--- config.mk ---
export PLATFORM = sky130hd
export DESIGN_NAME = mem_stage
export DESIGN_NICKNAME = d
export VERILOG_FILES = /design/src/rtl/mem_pkg.sv /design/src/rtl/mem_load_align.sv /design/src/rtl/mem_stage.sv
export SDC_FILE = /design/constraint.sdc
export NUM_CORES = 1
export LEC_CHECK = 0
export ABC_AREA = 1
export BUFFER_PORTS_ARGS = -buffer_cell sky130_fd_sc_hd__buf_2
export CORE_MARGIN = 2
export CORE_UTILIZATION = 45
export CTS_CLUSTER_SIZE = 12
export DETAILED_ROUTE_END_ITERATION = 8
export HOLD_SLACK_MARGIN = 0.12
export PLACE_DENSITY = 0.86
export SYNTH_ARGS = -nofsm -noshare
export SYNTH_HDL_FRONTEND = slang
export SYNTH_SLANG_ARGS = --single-unit
--- constraint.sdc ---
create_clock -name clk -period 3.7 [get_ports clk]
set_clock_uncertainty 0.1 [all_clocks]
set_input_delay 0.555 -clock clk [delete_from_list [all_inputs] [get_ports clk]]
set_output_delay 0.555 -clock clk [all_outputs]
set_load 0.02 [all_outputs]
--- src/rtl/mem_pkg.sv ---
// mem_pkg: RV32I funct3 size codes, memory-stage FSM states and default watchdog limit.
package mem_pkg;
    localparam logic [2:0] F3_B  = 3'b000;
    localparam logic [2:0] F3_H  = 3'b001;
    localparam logic [2:0] F3_W  = 3'b010;
    localparam logic [2:0] F3_BU = 3'b100;
    localparam logic [2:0] F3_HU = 3'b101;
    localparam int WAIT_MAX_DEF = 255;
    typedef enum logic [1:0] {IDLE, REQ, DONE} state_t;
endpackage

--- src/rtl/mem_load_align.sv ---
// mem_load_align: shifts the addressed lane down and sign/zero-extends it by funct3.
module mem_load_align
    import mem_pkg::*;
(
    input  logic [31:0] i_rdata,
    input  logic [1:0]  i_lo,
    input  logic [2:0]  i_f3,
    output logic [31:0] o_data
);
    logic [31:0] w_lane;
    always_comb begin
        w_lane = i_rdata >> {i_lo, 3'b000};
        o_data = i_f3 == F3_B  ? {{24{w_lane[7]}}, w_lane[7:0]} :
                 i_f3 == F3_H  ? {{16{w_lane[15]}}, w_lane[15:0]} :
                 i_f3 == F3_BU ? {24'b0, w_lane[7:0]} :
                 i_f3 == F3_HU ? {16'b0, w_lane[15:0]} : w_lane;
    end
endmodule

--- src/rtl/mem_stage.sv ---
// mem_stage: memory-access stage with req/ready handshake, stall and watchdog abort.
// Optional alignment trap enabled by defining MEM_MISALIGN_CHECK_EN.
module mem_stage
    import mem_pkg::*;
#(
    parameter int ADDR_W   = 32,
    parameter int WAIT_MAX = WAIT_MAX_DEF
) (
    input  logic              clk,
    input  logic              rst,
    input  logic              ID_memread,
    input  logic              ID_memwrite,
    input  logic [2:0]        ID_funct3,
    input  logic [31:0]       EX_result,
    input  logic [31:0]       ID_rs2_data,
    output logic              data_mem_req,
    output logic              data_mem_we,
    output logic [ADDR_W-1:0] data_mem_addr,
    output logic [31:0]       data_mem_wdata,
    output logic [3:0]        data_mem_wstrb,
    input  logic [31:0]       data_mem_rdata,
    input  logic              data_mem_ready,
    output logic [31:0]       data_mem_read_data,
    output logic              mem_stall,
    output logic              mem_bus_err,
    output logic              mem_misalign
);
    state_t      r_state, w_next;
    logic [7:0]  r_cnt;
    logic [1:0]  r_lo;
    logic [2:0]  r_f3;
    logic        r_err;
    logic        w_acc, w_mis, w_expire;
    logic [31:0] w_wdata, w_load;
    logic [3:0]  w_wstrb;

    mem_load_align u_align (
        .i_rdata (data_mem_rdata),
        .i_lo    (r_lo),
        .i_f3    (r_f3),
        .o_data  (w_load)
    );

    always_comb begin
        w_acc    = ID_memread | ID_memwrite;
        w_expire = r_cnt == 8'(WAIT_MAX - 1);
        w_wdata  = ID_funct3[1:0] == F3_B[1:0] ? {4{ID_rs2_data[7:0]}} :
                   ID_funct3[1:0] == F3_H[1:0] ? {2{ID_rs2_data[15:0]}} : ID_rs2_data;
        w_wstrb  = ID_funct3[1:0] == F3_B[1:0] ? 4'b0001 << EX_result[1:0] :
                   ID_funct3[1:0] == F3_H[1:0] ? 4'b0011 << {EX_result[1], 1'b0} : 4'b1111;
        w_next   = r_state == IDLE ? (w_acc ? (w_mis ? DONE : REQ) : IDLE) :
                   r_state == REQ  ? ((data_mem_ready || w_expire) ? DONE : REQ) : IDLE;
    end

    always_ff @(posedge clk or posedge rst) begin
        if (rst) begin
            r_state            <= IDLE;
            r_cnt              <= '0;
            r_lo               <= '0;
            r_f3               <= '0;
            r_err              <= 1'b0;
            data_mem_we        <= 1'b0;
            data_mem_addr      <= '0;
            data_mem_wdata     <= '0;
            data_mem_wstrb     <= '0;
            data_mem_read_data <= '0;
        end else begin
            r_state <= w_next;
            if (r_state == IDLE) begin
                r_err <= 1'b0;
                r_cnt <= '0;
                if (w_acc && !w_mis) begin
                    data_mem_we    <= ID_memwrite;
                    data_mem_addr  <= {EX_result[ADDR_W-1:2], 2'b00};
                    data_mem_wdata <= w_wdata;
                    data_mem_wstrb <= w_wstrb;
                    r_lo           <= EX_result[1:0];
                    r_f3           <= ID_funct3;
                end
            end else if (r_state == REQ) begin
                r_cnt <= r_cnt + 8'd1;
                if (data_mem_ready) begin
                    if (!data_mem_we)
                        data_mem_read_data <= w_load;
                end else if (w_expire) begin
                    r_err              <= 1'b1;
                    data_mem_read_data <= '0;
                end
            end
        end
    end

    assign data_mem_req = r_state == REQ;
    assign mem_stall    = !rst && (r_state == REQ || (r_state == IDLE && w_acc));
    assign mem_bus_err  = r_state == DONE && r_err;

`ifdef MEM_MISALIGN_CHECK_EN
    logic r_mis;
    assign w_mis = (ID_funct3[1:0] == F3_H[1:0] && EX_result[0]) ||
                   (ID_funct3[1:0] == F3_W[1:0] && |EX_result[1:0]);
    always_ff @(posedge clk or posedge rst) begin
        if (rst)
            r_mis <= 1'b0;
        else
            r_mis <= r_state == IDLE && w_acc && w_mis;
    end
    assign mem_misalign = r_state == DONE && r_mis;
`else
    assign w_mis        = 1'b0;
    assign mem_misalign = 1'b0;
`endif
endmodule

Word-level counts from Yosys, hierarchy flattened:

Index checks and enable logic that the tools add are counted.

* bits in latches: 0
* memories kept: 0
* bits in read-only memories: 0
* logic and storage cells: 61
* flip-flop bits (word level): 115
* input bits: 104
* memory bits (writable): 0

* multiplexer cells: 21
* eq/ne operators: 9
* divide/modulo/power cells: 0
* shift-type cells: 3
* reduce and logical (&&, ||, !) cells: 15
* add/sub/neg operators: 1
* bitwise operators: 2
* order comparisons: 0
* multiply operators: 0

Operators with widths (count)
* $mux W32: 9
* $shr A32 B5 Y32: 1
* $mux W8: 2
* $add A8 B1 Y8 const B: 1
* $eq A8 B8 Y1 const B: 1
* $mux W4: 2
* $eq A3 B3 Y1 const B: 2
* $mux W2: 3
* $reduce_bool A2 Y1: 3
* $mux W1: 5
* $eq A2 B1 Y1 const B: 2
* $logic_not A2 Y1: 2
* $reduce_and A4 Y1: 1
* $shl A1 B2 Y4 const A: 1
* $shl A2 B2 Y4 const A: 1
* $eq A3 B1 Y1 const B: 1
* $logic_and A1 B1 Y1: 3
* $logic_not A3 Y1: 1
* $reduce_and A3 Y1: 1
* $eq A2 B2 Y1 const B: 1
* $logic_or A1 B1 Y1: 2
* $ne A2 B1 Y1 const B: 1
* $ne A2 B2 Y1 const B: 1
* $reduce_and A2 Y1: 1
* other kinds (3): 3

Logic depth before layout (Yosys ltp):

Gate-level depths: netlist of run 1.

* depth after elaboration: 7
* depth in mapped cells: 11
* gate-level depth less buffers: 10

Modules after synthesis:

A second synthesis of run 1 with hierarchy kept.

* cell total of the unflattened synthesis: 774
* area, all modules: 5905.7 um2

By module, submodules not included
* mem_stage: cells an instance 569, area an instance 4976.0 um2, instances 1, sequential area each 2877.8 um2
* mem_load_align: cells an instance 205, area an instance 929.6 um2, instances 1, sequential area each 0.0 um2

Worst setup path after synthesis of run 1:

Ideal clock, no wire load.

* path type: register to output
* start point: register r_state[0]
* end point: output port mem_stall
* slack: 1709 ps
* stages on the path, launching flop included: 5
* arrival: 1336 ps
* cells stage by stage: dfrtp_1 nor2_2 o21ai_2 clkbuf_1 a21oi_1

* longest elaborated chain between the ends: 4
* elaborated cells between the ends (all ways): 5

RTL lines
* start: declaration: line mem_stage.sv:28 `state_t r_state, w_next;`
* start signal: assignment: line mem_stage.sv:68 `r_state <= w_next;`
* $logic_not A2 Y1: line mem_stage.sv:94 `assign mem_stall = !rst && (r_state == REQ || (r_state == IDLE && w_acc));`
* $logic_and A1 B1 Y1: line mem_stage.sv:94
* $logic_or A1 B1 Y1 (*): line mem_stage.sv:94
* $logic_and A1 B1 Y1 (*): line mem_stage.sv:94
* end: declaration: line mem_stage.sv:24 `output logic mem_stall,`

Every way passes the cells marked *; elsewhere a longest branch is shown, timed or not.

Final worst setup path of run 1:

* start point: register r_lo[0]
* end point: register data_mem_read_data[29]

* longest elaborated chain between the ends: 7

RTL lines
* start: declaration: line mem_stage.sv:30 `logic [1:0] r_lo;`
* start signal: assignment: line mem_stage.sv:77 `r_lo <= EX_result[1:0];`
* $shr A32 B5 Y32 (*): line mem_load_align.sv:12 `w_lane = i_rdata >> {i_lo, 3'b000};`
* $mux W32: line mem_load_align.sv:16 `i_f3 == F3_HU ? {16'b0, w_lane[15:0]} : w_lane;`
* $mux W32: line mem_load_align.sv:15 `i_f3 == F3_BU ? {24'b0, w_lane[7:0]} :`
* $mux W32: line mem_load_align.sv:14 `i_f3 == F3_H ? {{16{w_lane[15]}}, w_lane[15:0]} :`
* $mux W32 (*): line mem_load_align.sv:13 `o_data = i_f3 == F3_B ? {{24{w_lane[7]}}, w_lane[7:0]} :`
* $mux W32 (*): line mem_stage.sv:83 `if (!data_mem_we)`
* $mux W32 (*): line mem_stage.sv:82 `if (data_mem_ready) begin`
* end signal: assignment: line mem_stage.sv:84 `data_mem_read_data <= w_load;`
* end: declaration: line mem_stage.sv:23 `output logic [31:0] data_mem_read_data,`

Every way passes the cells marked *; elsewhere a longest branch is shown, timed or not. The select of a mux whose other input is x is not followed.
A chain may end at the register's enable or synchronous reset.

==> flow_results.org, run 1 <==
** Status
- The run finished with clean final reports.

** Detailed routing
- The count of nets left with antenna violations once routing finished came out at 0.
- Wirelength per Cell :: 14.3 um
- Starting DRT DRC Count :: 533
- Aggregate routed wire length :: 16.1 mm
- After detailed routing, the number of remaining DRC violations is 0.
- The first TritonRoute pass finished after 5 iterations.
- Routed via count divided by cell count :: 5.09
- DR vias :: 5,723

** Placement
- The count of buffers added on input and output ports is 205.
- Half-perimeter wire length after placement :: 11.4 mm
- RD Place Congestion :: 0.959

** Floorplanning
- The die is 117 um tall.
- Number of rows created at floorplan :: 41
- Horizontal die dimension :: 117 um
- The total area inside the core boundary comes to 0.0125 mm2.
- Initial core utilization :: 45.7%
- 209 I/O pins were placed.
- Area of the die :: 0.0136 mm2

** STA
- After layout, the worst path uses 71.0% of the clock period.
- Setup total negative slack on the finished layout was measured at 0 ns.
- The smallest clock period supported by the final layout is computed as 2.63 ns.
- Setup violations remaining at the end of the flow were counted as 0.
- For this run, the top clock speed supported by timing is 381 MHz.
- Final Hold Fails :: 0
- The count of pins over their slew limit came to 0.
- At the pin with the least slew margin, the transition time is 0.838 ns.
- Setup repair after global routing left no endpoint under its margin.
- In this run the tightest slew margin relative to its limit is 44.0%.

** Worst setup path
- The worst register-to-register path has a depth of 8.
- Critical Path Most Common Cell :: nand2_1
- Required time reported for the critical path endpoint :: 3.90 ns
- Crit Reg-Reg Startpoint :: r_lo[0]
- The slowest stage of the critical path belongs to the cell dfrtp_1.
- Reg2Reg Setup Slack :: 1.07 ns
- The largest single stage delay on the critical path is 0.84 ns.
- Signal arrival time at the worst endpoint :: 2.83 ns
- The critical path in this run is classified as reg2reg.
- Critical R2R Capture :: data_mem_read_data[29]
- Critical path capture point type :: register
- Nature of the critical path startpoint :: register
- CP Cell Sequence :: inv_2 > or2_0 > nand2_1 > nand3b_2 > nand2_1 > nand2_1 > nand2_1 > nand2_1
- Of all nets on the critical path, the largest fanout is 40.

** Clock tree
- After clock tree synthesis, the clock-pin slew on the worst setup and hold paths is 0.05 ns.
- After clock tree synthesis, the repair step resized 0 gates.
- For the worst-skew pair, the clock arrives at the later sink with an insertion delay of 0.41 ns.
- Total number of H-tree levels :: 4
- In this run, post-CTS hold repair placed 0 buffers.
- Number of buffers on the longest clock path :: 2
- Master cell of the clock root buffer :: clkbuf_16
- CTS saw 115 sinks.
- Setup bufs post-CTS :: 0
- TritonCTS built the clock tree.
- TritonCTS created 17 clock buffers.

** Power and ir drop
- VDD sags by at most 0.511 mV.
- Overall power :: 6890 uW
- Power Dens Cells :: 933 mW/mm2
- Leakage power figure :: 0.00414 uW

** GRT
- Number of antenna violations at the first check in global routing :: 1
- For this run, the total global-route usage over all layers was measured as 24.1%.
- Vias in the first global route :: 5,288
- Entering global routing, the biggest net connects 66 pins.
- GRT overflow :: 0
- The first global-routing pass estimated 25.5 mm of wire.

** Synthesis
- A synthesized cell averages 7.57 um2.
- Cell area after synthesis :: 0.00573 mm2
- Fraction of the yosys area taken by sequential cells :: 50.3%
- The top cell type by area accounts for 50.3% of the synthesized area.
- In the post-synthesis netlist, the biggest area contributors are dfrtp_1, nand2_1, nand3_1, o21ai_0, a21oi_1.
- The biggest area contributor in the post-synthesis netlist is dfrtp_1.
- Synth Warn # :: 0
- The synthesized netlist contains 33 unique library cells.
- Synthesized netlist cell count :: 756
- The synthesized design contains 115 register bits.

** Layout
- The library cells used most frequently in the layout, excluding fill and tap cells, are nand2_1, buf_2, dfrtp_1, nand3_1, o21ai_0.
- In the final layout, the share of cells above drive strength 1 is 26.8%.
- In the final design database the tool counted 1,048 nets.
- The filler cells instantiated in the layout total 1,179.
- The number of antenna diodes in the final layout is 0.
- Synth-to-layout area growth :: 28.9%
- The library cell used most frequently in the layout, excluding fill and tap cells, is nand2_1.

** Flow run
- Maximum capacitance violations :: 0

** Min path
- Path category of the worst min-delay check :: in2async
==> where the power goes <==
part	switching (uW)	total [uW]	internal (uW)
clock network	536	1640	1100
logic	2100	3070	967
registers	381	2180	1800
==> critical path: cells and delay by family, from the launching register on <==
kind                   cells  cell delay, ns
and+or+nand+nor            7            1.10
DFF                        1            0.84
buffers and inverters      1            0.47
==> routing by layer <==
metal,up-vias,track usage [%],wire [um]
li1,2782,-,-
met1,2634,31.0,6660
met2,275,39.2,7820
met3,30,5.92,1290
met4,2,9.80,318
met5,-,0,13
==> cell usage after synthesis, drive strengths merged <==
cell	number
nand4	3
inv	40
nor2	32
a32o	1
xor2	1
o21ai	40
conb	1
ha	2
and3	1
o211ai	9
nor3	4
dfrtp	115
a21oi	30
o311ai	3
a31oi	16
clkbuf	15
nand2	349
nand3	60
buf	30
clkinv	2
or2	1
nand3b	1
==> registers in the layout (all words and copies together), names as in the netlist <==
| register | flops |
|---|---|
| data_mem_addr | 30 |
| r_state | 2 |
| data_mem_wdata | 32 |
| r_err | 1 |
| r_lo | 2 |
| data_mem_we | 1 |
| r_cnt | 8 |
| data_mem_read_data | 32 |
| data_mem_wstrb | 4 |
| r_f3 | 3 |
==> kinds of logic (layout without fill, tap and decap cells) <==
family | Yosys count | count (layout) | synth area share (%)
xor gates and xnor gates | 1 | 1 | 0.153
AOI/OAI and AO/OA | 99 | 99 | 9.75
other | 1 | 3 | 0.0655
and+or+nand+nor | 451 | 451 | 32.3
DFF | 115 | 115 | 50.3
adders and majority gates | 2 | 2 | 0.437
buffers and inverters | 87 | 281 | 7.08
==> cell type report <==
type / count / area, um2 / share of cell area (%)
well taps: 172 / 215 / 2.92
clock inverters: 4 / 70.1 / 0.949
multi-input cells: 556 / 2460 / 33.3
clock buffers: 25 / 526 / 7.12
flip-flops and latches: 115 / 2880 / 39.0
repair buffers: 210 / 1080 / 14.6
inverters: 42 / 160 / 2.17
==> how the worst max path moves through the flow <==
stage / start / to / slack, ns / cells after the start
after global placement: r_lo[0] / data_mem_read_data[26] / 1.27 / 8
final: r_lo[0] / data_mem_read_data[29] / 1.07 / 8
after global routing: r_lo[0] / data_mem_read_data[29] / 0.82 / 8
after CTS: r_lo[0] / data_mem_read_data[29] / 1.14 / 8
after detailed placement: r_lo[0] / data_mem_read_data[29] / 1.16 / 8
after floorplan: rst / data_mem_addr[10] / 0.0009 / 1
==> metrics by stage <==
stage          instance area, um2  utilization (%)  instances  hold WS, ns  setup WS (ns)
6_report                     7380             59.0       1124        0.217           1.07
5_1_grt                      7380             59.0       1124        0.236          0.819
4_1_cts                      7380             59.0       1124        0.224           1.14
3_5_place_dp                 6790             54.2       1095        0.360           1.16
3_3_place_gp                 6790             54.2       1095        0.357           1.27
2_1_floorplan                5730                -        758        0.396       0.000938
Power figures use the tool's default switching activity.
==> run 2: changes to the inputs <==
- ABC_AREA: 1 -> 0
- CORE_UTILIZATION: 45 -> 49
- PLACE_DENSITY: 0.86 -> 0.89
- clock period: 3.7 -> 2.71 ns (I/O delays scaled with it)
==> flow_results.org, run 2 <==
** Clock tree
- The number of gates resized after CTS was 0 (unchanged).
- Hold buffer count at CTS :: 61 (+61)
- The clock slew seen by the registers of the worst setup and hold paths came to 0.06 ns (about the same).
- Sinks on the clock net :: 115 (unchanged)
- The insertion delay of the later-clocked pin in the worst-skew pair came to 0.51 ns (+0.10 ns).
- Total number of H-tree levels :: 4 (unchanged)
- Number of buffers added by the clock tree synthesis step :: 17 (unchanged)
- Master cell of the clock root buffer :: clkbuf_8
- TritonCTS built the clock tree.
- Setup bufs post-CTS :: 0 (unchanged)
- The maximum number of buffers from clock root to sink was 2 (unchanged).

** Floorplanning
- Initial core utilization :: 50.0% (+4.3 points)
- Number of top-level pins :: 209 (unchanged)
- Horizontal die dimension :: 109 um (-6.7%)
- The vertical extent of the die came to 109 um (-6.7%).
- Number of rows created at floorplan :: 38 (-7.3%)
- The total core area came to 0.0108 mm2 (-14%).
- The area of the die is 0.0119 mm2 (-13%).

** STA
- Final Hold Fails :: 0 (unchanged)
- The final-layout setup total negative slack is 0 ns (unchanged).
- The slew of the pin with the lowest slew margin is 1.16 ns (+0.327 ns).
- Upper clock frequency limit :: 406 MHz
- Setup repair after global routing left no endpoint under its margin.
- The final-report setup violation count came to 0 (unchanged).
- Minimum clock period :: 2.47 ns
- The worst path uses 91.0% of the clock period.
- Worst-case headroom to the max-slew limit :: 22.0% (-22 points)
- Number of max-slew violations in the final report :: 0 (unchanged)
- The final hold slack is 0.117 ns (-0.100 ns).

** Worst setup path
- Worst Path Max Fanout :: 15 (-63%)
- Critical path capture point type :: primary output
- The required time at the worst-slack endpoint was 2.20 ns (-1.70 ns).
- The slowest stage of the critical path belongs to the cell dfrtp_1.
- The data arrival time of the critical path is 1.96 ns (-0.87 ns).
- Worst setup path category :: reg2out
- STA classifies the critical path startpoint as a register.
- Traced cell by cell, the critical path runs through nor2_2 > o21ai_4 > a21oi_1 > buf_2.
- Delay contributed by the slowest stage of the critical path :: 0.55 ns (-0.29 ns)

** Synthesis
- The post-synthesis cell area is 0.00540 mm2 (-5.7%).
- Synthesized area divided by synthesized cell count :: 11.2 um2 (+48%)
- Sorting the synthesized cells by how often they occur yields dfrtp_1, mux2_2, mux2i_1.
- Most used flip-flop cell after synthesis :: dfrtp_1
- Ranked by total cell area, the synthesized netlist is headed by dfrtp_1, mux2_2, mux2i_1, o21ai_0, nand2_1.
- The instance count of the mapped netlist is 483 (-36%).
- The share of the synthesized area in the top cell type was 53.3% (+3.0 points).
- The proportion of synthesized flip-flops having asynchronous set or reset came to 100% (unchanged).
- The number of warnings printed during yosys synthesis came to 0 (unchanged).
- Yosys instantiated no cell more often than dfrtp_1.
- Number of flops mapped to enable cells by yosys :: 0 (unchanged)
- Of all cell types, the one taking the most synthesized area is dfrtp_1.
- Post-synthesis cell type count :: 37 (+12%)
- The flip-flop and latch count after synthesis is 115 (unchanged).
- The part of the Yosys area used for sequential elements was 53.3% (+3.0 points).

** Power and ir drop
- The power density over the cells is 1230 mW/mm2 (+32%).
- The peak supply drop is 0.730 mV (+43%).
- Leakage power figure :: 0.00383 uW (-7.4%)

** Placement
- Count of port buffers added during placement :: 205 (unchanged)
- The placed wire-length estimate came to 10.7 mm (-6.3%).
- The final weighted congestion in routability-driven placement was 0.877 (-8.5%).

** Layout
- Antenna diode instance count :: 0 (unchanged)
- The largest registers in the layout are data_mem_read_data: 32 flops, data_mem_wdata: 32 flops, data_mem_addr: 30 flops.
- The number of nets in the layout was 854 (-19%).
- From synthesis to final layout, the design area changed by 44.2%.
- Leaving out fill and tap cells, the most frequent cells in the layout are buf_2, dfrtp_1, dlygate4sd3_1, mux2i_1, mux2_2.
- Most common library cell in the layout ignoring fill and taps :: buf_2
- Layout cell share with drive strength beyond 1 :: 39.8% (+13 points)

** Detailed routing
- The detailed-routing iteration count for the pre-antenna-repair pass was 5 (unchanged).
- Count of antenna-violating nets left after detailed routing :: 0 (unchanged)
- The post-detailed-route DRC marker count was 0 (unchanged).
- The per-cell routed wire length came to 18.5 um (+29%).
- Aggregate routed wire length :: 16.7 mm (+3.6%)
- The via-per-instance ratio came to 5.49 (+7.7%).
- The via count was 4,942 (-14%).
- The detailed router's first-iteration violation count was 340 (-36%).

** GRT
- Pin count of the biggest net entering global routing :: 94 (+42%)
- The initial antenna violation count came to 0 (-1).
- The global-route total usage across every layer is 28.1% (+4.0 points).
- The total congestion overflow after global routing came to 0 (unchanged).
- Wire length of the first global-routing pass :: 25.3 mm (-0.67%)
- The number of global-route vias before repair is 5,146 (-2.7%).

** Min path
- The worst hold path belongs to the class in2reg.

** Flow run
- Maximum capacitance violations :: 0 (unchanged)

** Status
- The run finished with clean final reports.
[run 2: worst max-delay path, delay by kind of cell, from the launching register on]
| family | cells | cell delay, ns |
|---|---|---|
| flops | 1 | 0.55 |
| compound gates | 2 | 0.37 |
| simple gates | 1 | 0.34 |
| buf+inv | 1 | 0.19 |
[run 2: logic make-up after synthesis]
family	synth area share, %
other cells	0.0694
simple gates	7.46
xor+xnor	0.324
mux	19.7
fa+ha+maj	0.463
flops	53.3
buf+inv	3.85
compound gates	14.8
[run 2: per-stage QoR]
step / instances / total power, uW / setup WS (ns) / utilization [%] / cell area, um2
final: 901 / 9590 / 0.245 / 72.2 / 7790
after global routing: 901 / 10100 / 0.121 / 72.2 / 7790
after global placement: 808 / 6950 / 0.569 / 60.9 / 6580
after floorplan: 485 / 5740 / 0.688 / - / 5410
after CTS: 901 / 9540 / 0.262 / 72.2 / 7790
after detailed placement: 808 / 7150 / 0.404 / 60.9 / 6580
[run 2: cell type report]
class / instances / area [um2]
Multi-Input combinational cell: 324 / 2340
Tap cell: 140 / 175
Sequential cell: 115 / 2880
Fill cell: 707 / 3010
Clock buffer: 22 / 443
Timing Repair Buffer: 277 / 1740
Clock inverter: 10 / 156
Inverter: 13 / 52.6
[run 2: final timing paths]
kind,depth (start not counted),to,start,slack [ns]
worst min register to register,2,data_mem_wdata[29],data_mem_wdata[29],0.38
worst max register to register,5,data_mem_read_data[25],r_lo[1],0.39
worst max-delay path,4,mem_stall,r_state[1],0.24
worst min-delay path,3,data_mem_wdata[14],ID_rs2_data[14],0.12
min in group asynchronous,3,data_mem_wdata[3],rst,0.35
max in group asynchronous,4,r_f3[1],rst,1.35
[run 2: routing by layer]
metal | global-route usage, % | up-vias | wire length [um]
met5 | 0 | - | 0
met4 | 13.5 | 0 | 519
met3 | 7.29 | 46 | 1220
met2 | 49.3 | 239 | 8660
met1 | 31.8 | 2407 | 6300
li1 | - | 2250 | -
[run 2: report_power, final]
part	internal [uW]	switching [uW]
registers	2510	562
logic	1680	2570
clock network	1510	760
